--- src/rtl/uart_pkg.sv ---
// Shared definitions for the UART receiver.
// Holds the receiver state encoding, the parity-mode constants, the timer
// width helper and the parity check helper used by the receive datapath.
package uart_pkg;

  typedef enum logic [2:0] {
    ST_IDLE   = 3'd0,
    ST_START  = 3'd1,
    ST_DATA   = 3'd2,
    ST_PARITY = 3'd3,
    ST_STOP   = 3'd4,
    ST_BREAK  = 3'd5
  } uart_state_e;

  localparam int PAR_NONE = 32'sd0;
  localparam int PAR_ODD  = 32'sd1;
  localparam int PAR_EVEN = 32'sd2;

  // Bits needed by the bit timer to hold CLKS_PER_BIT-1.
  function automatic int cnt_width(input int clks_per_bit);
    if (clks_per_bit <= 32'sd2) begin
      return 32'sd1;
    end else begin
      return $clog2(clks_per_bit);
    end
  endfunction

  // Parity mismatch for a payload (zero-extended to 9 bits) and its parity bit.
  function automatic logic parity_error(input logic [8:0] payload,
                                        input logic       par_bit,
                                        input int         mode);
    logic x;
    x = (^payload) ^ par_bit;
    case (mode)
      PAR_ODD:  return ~x;
      PAR_EVEN: return x;
      default:  return 1'b0;
    endcase
  endfunction

endpackage

--- src/rtl/uart_bit_timer.sv ---
// Down-counting bit timer for the UART receiver.
// Ports:
//   clk        - clock
//   rst        - synchronous active-high reset, clears the count
//   load       - reload strobe
//   load_value - value loaded on the load strobe
//   zero       - high while the count is zero
// The count stops at zero until the next load.
module uart_bit_timer #(
  parameter int WIDTH = 32'sd4
) (
  input  logic             clk,
  input  logic             rst,
  input  logic             load,
  input  logic [WIDTH-1:0] load_value,
  output logic             zero
);

  localparam logic [WIDTH-1:0] ONE = WIDTH'(1'b1);

  logic [WIDTH-1:0] count_r;

  // Count register: reload on strobe, otherwise count down to zero and hold.
  always_ff @(posedge clk) begin
    if (rst) begin
      count_r <= '0;
    end else if (load) begin
      count_r <= load_value;
    end else if (count_r != '0) begin
      count_r <= count_r - ONE;
    end
  end

  assign zero = (count_r == '0);

endmodule

--- src/rtl/uart_rx_core.sv ---
// UART receiver core.
// Ports:
//   clk        - single clock
//   rst        - synchronous active-high reset
//   rx         - asynchronous serial input, idle high
//   data       - received payload (LSB first on the wire)
//   valid      - data and error flags held until accepted
//   ready      - consumer accepts data when high with valid
//   parity_err - parity mismatch, qualified by valid
//   frame_err  - a stop bit was sampled low, qualified by valid
//   overrun    - one-cycle pulse when a completed frame is dropped
//   busy       - receiver is in any state other than IDLE
module uart_rx_core
  import uart_pkg::*;
#(
  parameter int CLKS_PER_BIT = 32'sd625,
  parameter int DATA_BITS    = 32'sd8,
  parameter int PARITY       = 32'sd0,
  parameter int STOP_BITS    = 32'sd1
) (
  input  logic                 clk,
  input  logic                 rst,
  input  logic                 rx,
  output logic [DATA_BITS-1:0] data,
  output logic                 valid,
  input  logic                 ready,
  output logic                 parity_err,
  output logic                 frame_err,
  output logic                 overrun,
  output logic                 busy
);

  if (CLKS_PER_BIT < 32'sd4) begin : g_bad_clks_per_bit
    $error("uart_rx_core: CLKS_PER_BIT must be 4 or more");
  end
  if ((DATA_BITS < 32'sd5) || (DATA_BITS > 32'sd9)) begin : g_bad_data_bits
    $error("uart_rx_core: DATA_BITS must be in 5..9");
  end
  if ((PARITY != PAR_NONE) && (PARITY != PAR_ODD) && (PARITY != PAR_EVEN)) begin : g_bad_parity
    $error("uart_rx_core: PARITY must be 0, 1 or 2");
  end
  if ((STOP_BITS != 32'sd1) && (STOP_BITS != 32'sd2)) begin : g_bad_stop_bits
    $error("uart_rx_core: STOP_BITS must be 1 or 2");
  end

  localparam int CW = cnt_width(CLKS_PER_BIT);
  // First sample lands mid start bit; later samples one full bit apart.
  localparam logic [CW-1:0] HALF_LOAD = CW'(CLKS_PER_BIT / 32'sd2 - 32'sd1);
  localparam logic [CW-1:0] FULL_LOAD = CW'(CLKS_PER_BIT - 32'sd1);
  localparam logic [3:0]    LAST_DATA = 4'(DATA_BITS - 32'sd1);
  localparam logic [3:0]    LAST_STOP = 4'(STOP_BITS - 32'sd1);

  logic                 rx_meta_r;
  logic                 rxs_r;
  uart_state_e          state_r;
  uart_state_e          state_next_s;
  logic [3:0]           bit_idx_r;
  logic [DATA_BITS-1:0] shift_r;
  logic                 par_err_r;
  logic                 frm_err_r;
  logic                 all_zero_r;
  logic                 timer_load_s;
  logic [CW-1:0]        timer_value_s;
  logic                 timer_zero_s;
  logic                 complete_s;
  logic                 frm_err_fin_s;
  logic                 all_zero_fin_s;
  logic [DATA_BITS-1:0] data_r;
  logic                 valid_r;
  logic                 parity_err_r;
  logic                 frame_err_r;
  logic                 overrun_r;
  logic                 busy_r;

  uart_bit_timer #(.WIDTH(CW)) u_bit_timer (
    .clk        (clk),
    .rst        (rst),
    .load       (timer_load_s),
    .load_value (timer_value_s),
    .zero       (timer_zero_s)
  );

  // State register.
  always_ff @(posedge clk) begin
    if (rst) begin
      state_r <= ST_IDLE;
    end else begin
      state_r <= state_next_s;
    end
  end

  // Next-state logic, timer reload control and frame-completion decode.
  always_comb begin
    state_next_s   = state_r;
    timer_load_s   = 1'b0;
    timer_value_s  = FULL_LOAD;
    complete_s     = 1'b0;
    // Error/break status including the stop sample currently being taken.
    frm_err_fin_s  = frm_err_r | ~rxs_r;
    all_zero_fin_s = all_zero_r & ~rxs_r;
    case (state_r)
      ST_IDLE: begin
        if (!rxs_r) begin
          state_next_s  = ST_START;
          timer_load_s  = 1'b1;
          timer_value_s = HALF_LOAD;
        end else begin
          state_next_s = ST_IDLE;
        end
      end
      ST_START: begin
        if (timer_zero_s) begin
          timer_load_s = 1'b1;
          if (rxs_r) begin
            state_next_s = ST_IDLE;
          end else begin
            state_next_s = ST_DATA;
          end
        end else begin
          state_next_s = ST_START;
        end
      end
      ST_DATA: begin
        if (timer_zero_s) begin
          timer_load_s = 1'b1;
          if (bit_idx_r == LAST_DATA) begin
            if (PARITY != PAR_NONE) begin
              state_next_s = ST_PARITY;
            end else begin
              state_next_s = ST_STOP;
            end
          end else begin
            state_next_s = ST_DATA;
          end
        end else begin
          state_next_s = ST_DATA;
        end
      end
      ST_PARITY: begin
        if (timer_zero_s) begin
          timer_load_s = 1'b1;
          state_next_s = ST_STOP;
        end else begin
          state_next_s = ST_PARITY;
        end
      end
      ST_STOP: begin
        if (timer_zero_s) begin
          timer_load_s = 1'b1;
          if (bit_idx_r == LAST_STOP) begin
            complete_s = 1'b1;
            // An all-zero errored frame is a line break: wait for idle.
            if (frm_err_fin_s && all_zero_fin_s) begin
              state_next_s = ST_BREAK;
            end else begin
              state_next_s = ST_IDLE;
            end
          end else begin
            state_next_s = ST_STOP;
          end
        end else begin
          state_next_s = ST_STOP;
        end
      end
      ST_BREAK: begin
        if (rxs_r) begin
          state_next_s = ST_IDLE;
        end else begin
          state_next_s = ST_BREAK;
        end
      end
      default: begin
        state_next_s = ST_IDLE;
      end
    endcase
  end

  // Input synchronizer, bit index and per-frame receive accumulation.
  always_ff @(posedge clk) begin
    if (rst) begin
      rx_meta_r  <= 1'b1;
      rxs_r      <= 1'b1;
      bit_idx_r  <= 4'd0;
      shift_r    <= '0;
      par_err_r  <= 1'b0;
      frm_err_r  <= 1'b0;
      all_zero_r <= 1'b0;
    end else begin
      rx_meta_r <= rx;
      rxs_r     <= rx_meta_r;
      // Bit index restarts on every state change and counts samples within DATA/STOP.
      if (state_next_s != state_r) begin
        bit_idx_r <= 4'd0;
      end else if (timer_zero_s && ((state_r == ST_DATA) || (state_r == ST_STOP))) begin
        bit_idx_r <= bit_idx_r + 4'd1;
      end
      case (state_r)
        ST_START: begin
          if (timer_zero_s) begin
            par_err_r  <= 1'b0;
            frm_err_r  <= 1'b0;
            all_zero_r <= 1'b1;
          end
        end
        ST_DATA: begin
          if (timer_zero_s) begin
            shift_r    <= {rxs_r, shift_r[DATA_BITS-1:1]};
            all_zero_r <= all_zero_r & ~rxs_r;
          end
        end
        ST_PARITY: begin
          if (timer_zero_s) begin
            par_err_r <= parity_error(9'(shift_r), rxs_r, PARITY);
          end
        end
        ST_STOP: begin
          if (timer_zero_s) begin
            frm_err_r  <= frm_err_fin_s;
            all_zero_r <= all_zero_fin_s;
          end
        end
        default: begin
        end
      endcase
    end
  end

  // Output holding register with valid/ready handshake and overrun detection.
  always_ff @(posedge clk) begin
    if (rst) begin
      data_r       <= '0;
      valid_r      <= 1'b0;
      parity_err_r <= 1'b0;
      frame_err_r  <= 1'b0;
      overrun_r    <= 1'b0;
      busy_r       <= 1'b0;
    end else begin
      overrun_r <= 1'b0;
      busy_r    <= (state_next_s != ST_IDLE);
      if (complete_s) begin
        // Held word is free if empty or being accepted this very cycle.
        if (!valid_r || ready) begin
          data_r       <= shift_r;
          parity_err_r <= par_err_r;
          frame_err_r  <= frm_err_fin_s;
          valid_r      <= 1'b1;
        end else begin
          overrun_r <= 1'b1;
        end
      end else if (valid_r && ready) begin
        valid_r <= 1'b0;
      end
    end
  end

  assign data       = data_r;
  assign valid      = valid_r;
  assign parity_err = parity_err_r;
  assign frame_err  = frame_err_r;
  assign overrun    = overrun_r;
  assign busy       = busy_r;

endmodule

--- config.mk ---
export PLATFORM = sky130hd
export DESIGN_NAME = uart_rx_core
export DESIGN_NICKNAME = d
export VERILOG_FILES = /design/src/rtl/uart_pkg.sv /design/src/rtl/uart_bit_timer.sv /design/src/rtl/uart_rx_core.sv
export SDC_FILE = /design/constraint.sdc
export NUM_CORES = 1
export LEC_CHECK = 0
export CAP_MARGIN = 20
export CORE_MARGIN = 2
export CORE_UTILIZATION = 51
export CTS_CLUSTER_SIZE = 14
export DETAILED_ROUTE_END_ITERATION = 10
export DONT_BUFFER_PORTS = 1
export GPL_TIMING_DRIVEN = 0
export PLACE_DENSITY = 0.75
export SYNTH_ARGS = -nofsm -noshare
export SYNTH_HDL_FRONTEND = slang
export SYNTH_HIERARCHICAL = 1
export SYNTH_SLANG_ARGS = --single-unit
export TNS_END_PERCENT = 5
--- constraint.sdc ---
create_clock -name clk -period 8.85 [get_ports clk]
set_clock_uncertainty 0.2 [all_clocks]
set_input_delay 1.77 -clock clk [delete_from_list [all_inputs] [get_ports clk]]
set_output_delay 1.77 -clock clk [all_outputs]
set_load 0.1 [all_outputs]
Word level (Yosys, flattened, before mapping)
Cells that the tools add are included.
Widths: inputs -> output; s select.

word-level totals
  flip-flop bits (word level) = 41
  logic and storage cells = 85
  input bits = 4
  bits in writable memories = 0
  bits in latches = 0
  ROM bits = 0
  output and inout port bits = 13
  memories kept = 0

operators by class
  magnitude comparators = 0
  mux-type cells = 31
  multiply operators = 0
  add/sub/neg operators = 2
  shift operators = 0
  div/mod/pow operators = 0
  eq/ne operators = 11
  bitwise operators = 4
  reductions and logical operators = 24

operators with widths
  kind                   number
  $mux 10                4
  $mux 3                 8
  $pmux 3 s6             1
  $mux 1                 14
  $logic_not 10->1       1
  $reduce_bool 10->1     1
  $sub 10x1->10 const B  1
  $reduce_bool 2->1      4
  $eq 3x2->1 const B     2
  $eq 3x3->1 const B     2
  $pmux 1 s2             3
  $reduce_and 2->1       3
  $reduce_and 3->1       2
  $reduce_or 2->1        3
  $add 4x1->4 const B    1
  $eq 4x3->1 const B     1
  $logic_not 4->1        1
  $ne 2x1->1 const B     2
  $ne 2x2->1 const B     2
  $reduce_or 4->1        1
  $eq 3x1->1 const B     1
  $logic_and 1x1->1      3
  $logic_not 3->1        1
  $ne 3x3->1             1
  7 further kinds        9

Longest topological paths before layout
  depth in word-level cells = 9
  gate-level depth with buffers = 11
  gate-level depth less buffers = 9

By module
Netlist, hierarchy kept.

modules (own cells, without submodules)
  module          seq. area each (µm²)  cells each  area each (µm²)  instances
  uart_rx_core    620.6                 154         1415.1           1
  uart_bit_timer  200.2                 73          613.1            1

Worst setup path before layout
No wires, ideal clock.

  kind = register to output
  from = register valid_r, in the netlist valid
  to = output port valid
  arrival time = 0.925 ns
  setup slack = 5.955 ns
  stages on the path, launching flop included = 1
  data required time = 6.880 ns
  cell sequence = dfxtp_1

RTL lines
  element                   RTL line             source
  start: declaration        uart_rx_core.sv:69   logic valid_r;
  start signal: assignment  uart_rx_core.sv:232  valid_r <= 1'b0;
  start signal: assignment  uart_rx_core.sv:246  valid_r <= 1'b1;
  start signal: assignment  uart_rx_core.sv:251  valid_r <= 1'b0;
  end: declaration          uart_rx_core.sv:25   output logic valid,

No word-level cell between the ends.

Worst setup path in the final report
  from = register u_bit_timer.count_r[0]
  to = register u_bit_timer.count_r[9]

on the way
  longest elaborated chain between the ends = 4
  elaborated cells between the ends (all ways) = 8
  classes of those cells = add/sub: 1; mux: 4; reduce/logical: 3

RTL lines
  element                                              RTL line              source
  start: declaration                                   uart_bit_timer.sv:21  logic [WIDTH-1:0] count_r;
  start signal: assignment                             uart_bit_timer.sv:28  count_r <= load_value;
  start signal: assignment                             uart_bit_timer.sv:30  count_r <= count_r - ONE;
  $logic_not 10->1 (*)                                 uart_bit_timer.sv:34  assign zero = (count_r == '0);
  via timer_zero_s                                     uart_rx_core.sv:64    logic timer_zero_s;
  $mux 1 (*)                                           n/a
  $pmux 1 s2 (*)                                       uart_rx_core.sv:101   case (state_r)
  via timer_load_s                                     uart_rx_core.sv:62    logic timer_load_s;
  $mux 10 / $reduce_bool 2->1 (equally long branches)  n/a

Mark *: on every way through the listed nets, which the timed path passes. The rest lies on a longest branch. The select of a mux whose other input is x is not followed.
A chain may end at the register's enable or synchronous reset.

==> results.json <==
{
  "status": "finished clean",
  "num_vias": 1596,
  "fp.dieW_um": 67.1,
  "first_global_vias": 1453,
  "fin_setup_tns_ns": 0,
  "die_y_um": 67.1,
  "synth_top_area_share_pct": 40.5,
  "drive_above_1_share_pct": 10.1,
  "ir_drop_mv": 0.153,
  "synth.area.top_cells": "dfxtp_1 (40%), mux2i_1 (8.9%), nor2_1 (4.6%), xnor2_1 (3.5%), nor3_1 (3.2%)",
  "max_slew_margin_pct": 34.8,
  "dr_wl_met3_um": 146,
  "syn_area_per_cell_um2": 8.93,
  "crit_path_top_delay_cell": "or4b_4",
  "synth_area_leader_cell": "dfxtp_1",
  "num_antenna_cells": 0,
  "endpoint_kind": "flip-flop",
  "ioPinCount": 17,
  "clkLatencyLatePin_ns": 0.30,
  "crit_fanout": 13,
  "num_rows": 22,
  "p_per_area_nw_per_um2": 256,
  "htreeDepth": 2,
  "grt_first_pass_wirelength_um": 6390,
  "tightest_slew_ns": 0.977,
  "power_switching_uw": 209,
  "drt_first_pass_iters": 4,
  "clk_path_buf_depth": 2,
  "cts_made_buffers": 5,
  "synth_seq_cells": 41,
  "slew_violations": 0,
  "timing.critical_path.cells": "inv_1 -> ha_1 -> or4b_4 -> nor3_4 -> buf_2 -> nand2_1 -> nand2_1 -> clkbuf_1 -> clkbuf_1 -> a21oi_1 -> o21a_1",
  "finalSetupViolCount": 0,
  "fin_crit_sh_pct": 38.4,
  "fillerInstances": 348,
  "cts_tree": "built",
  "yosysWarnings": 6,
  "cts_resized": 0,
  "cts-root-buf": "clkbuf_8",
  "r2r_cells": 11,
  "grt-ovfl-total": 0,
  "route.top_layer_used": "met4",
  "p_int_uw": 351,
  "drt_wl_total_um": 3760,
  "drv_cap": 0,
  "crit_family": "simple AND/OR/NAND/NOR gates",
  "post-dp-hpwl_um": 2600,
  "critPathBufInv": 4,
  "wl_per_cell_um": 13.1,
  "drt_iter0_markers": 95,
  "synth.distinct_cells": 53,
  "hold_depth": 1,
  "path_class": "flip-flop to flip-flop",
  "clk_pin_slew_worst_paths_ns": 0.08,
  "core_area_um2": 3740,
  "yosysSeqAreaShare_pct": 40.5,
  "pwr-share-seq_pct": 43.1,
  "p_clk_share_pct": 21.4,
  "synthArstFlopShare_pct": 0,
  "dieArea_um2": 4500,
  "syn2layout_area_growth_pct": 7.77,
  "cp.depth": 11,
  "cts_sinks": 41,
  "antenna_found_initial": 0,
  "portBuffers": 0,
  "ant_nets": 0,
  "max_stage_delay_ns": 0.54,
  "postSynthCellCount": 227,
  "route.detailed.drc": 0,
  "rsz0062_at_grt": "false",
  "cp.arrival_ns": 3.39,
  "switching_share_pct": 37.3,
  "synth_enable_flop_cells": 0,
  "finalHoldViolations": 0,
  "ys.flop_type": "dfxtp_1",
  "place.gp.congestion": 0.823,
  "fmax_mhz": 294,
  "viasPerCell": 5.58,
  "min_path_type": "flip-flop to flip-flop",
  "hold_buffers": 0,
  "start_util_pct": 54.2,
  "cts.repair_timing.setup_buffer_count": 0,
  "synth_area_um2": 2030,
  "worstSetupStartpointType": "flip-flop",
  "cellLeakagePower_nw": 0.853,
  "finish.utilization_pct": 58.4,
  "grt_max_degree": 14,
  "min_period_ns": 3.40,
  "track_usage_pct": 18.8,
  "dr_wl_met2_um": 1770,
  "worstPathRequired_ns": 8.85,
  "wl_met1_um": 1780,
  "nNetsFinal": 244,
  "combPwrFrac_pct": 35.5
}
-- flip-flops by register name, indices dropped and copies added, names as in the netlist, 3 cells and up --
signal and count:
data 8, bit_idx_r 4, shift_r 8, u_bit_timer/count_r 10
state_r 3
-- cell usage after synthesis (2+ instances only) --
| cell type | count |
|---|---|
| and2_1 | 3 |
| o22ai_1 | 2 |
| or3_1 | 3 |
| or2_2 | 2 |
| a21oi_1 | 11 |
| mux2i_1 | 18 |
| nor2b_1 | 3 |
| nand4_1 | 2 |
| clkbuf_1 | 6 |
| ha_1 | 3 |
| nand2b_1 | 3 |
| nand2_1 | 14 |
| and3_1 | 2 |
| nand3b_1 | 3 |
| or4_1 | 2 |
| o21a_1 | 2 |
| nor3_1 | 13 |
| buf_4 | 3 |
| o211ai_1 | 3 |
| nor3b_1 | 3 |
| dfxtp_1 | 41 |
| conb_1 | 2 |
| nor2_1 | 25 |
| inv_1 | 11 |
| nor4b_1 | 2 |
| a31oi_1 | 2 |
| nor4_1 | 3 |
| xnor2_1 | 8 |
| buf_2 | 4 |
| o21ai_0 | 3 |
| o221ai_1 | 2 |
| a21o_1 | 2 |
-- placed cells by master (no fill, tap or decap), drive strengths merged, types with 5 or more instances in the layout --
| master | count |
|---|---|
| nand2 | 14 |
| nor3 | 15 |
| xnor2 | 8 |
| dfxtp | 41 |
| conb | 5 |
| inv | 11 |
| a21oi | 11 |
| mux2i | 18 |
| buf | 7 |
| clkbuf | 11 |
| nor2 | 26 |
-- cell type report --
class                   instances  area (um2)  share of cell area (%)
inverters                      11        41.3                    1.89
well taps                      48        60.1                    2.75
multi-input cells             165        1110                    50.9
clock inverters                 3        17.5                   0.801
plain buffers                  13        65.1                    2.98
clock buffers                   5        68.8                    3.15
flip-flops and latches         41         821                    37.6
-- worst paths after layout --
path | from | to | slack [ns]
worst min register to register | rx_meta_r | rxs_r | 0.21
worst max register to register | u_bit_timer/count_r[0] | u_bit_timer/count_r[9] | 5.45
worst min-delay path | rx_meta_r | rxs_r | 0.21
worst max-delay path | u_bit_timer/count_r[0] | u_bit_timer/count_r[9] | 5.45
-- power groups by stage --
stage                     sequential, mW  clock, mW  combinational, mW
final                              0.241      0.120              0.199
after global routing               0.246      0.132              0.219
after CTS                          0.241      0.125              0.197
after detailed placement           0.246          0              0.196
after global placement             0.244          0              0.193
after floorplan                    0.239          0              0.168
-- metal layers --
metal  vias up  GRT usage [%]
met4         0           9.44
met3         6           6.08
met5         -              0
li1        819              -
met2        24           29.0
met1       747           23.2
-- worst register-to-register path: stages (launching register included) --
cell	delay, ns
dfxtp_1	0.34
inv_1	0.08
ha_1	0.22
or4b_4	0.54
nor3_4	0.47
buf_2	0.31
nand2_1	0.08
nand2_1	0.08
clkbuf_1	0.33
clkbuf_1	0.40
a21oi_1	0.12
o21a_1	0.13
-- cell families (layout without fill, tap and decap cells) --
logic type,after synthesis,in the layout,synth area share (%)
DFF,41,41,40.5
and+or+nand+nor,93,93,25.9
AOI/OAI and AO/OA,38,38,13.8
xor gates and xnor gates,8,8,3.45
other,2,5,0.370
buffers and inverters,24,32,5.24
muxes,18,18,8.88
adders and majority gates,3,3,1.85
-- per-stage QoR --
step                      std cells  power [mW]  hold WS (ns)  setup WS, ns  instance area [um2]
after floorplan                 230       0.407         0.189          5.95                 2040
after global placement          278       0.437         0.192          5.50                 2100
after detailed placement        278       0.442         0.199          5.50                 2100
after CTS                       286       0.563         0.218          5.47                 2190
after global routing            286       0.597         0.221          5.17                 2190
final                           286       0.560         0.212          5.45                 2190
(Power assumes the default switching activity.)
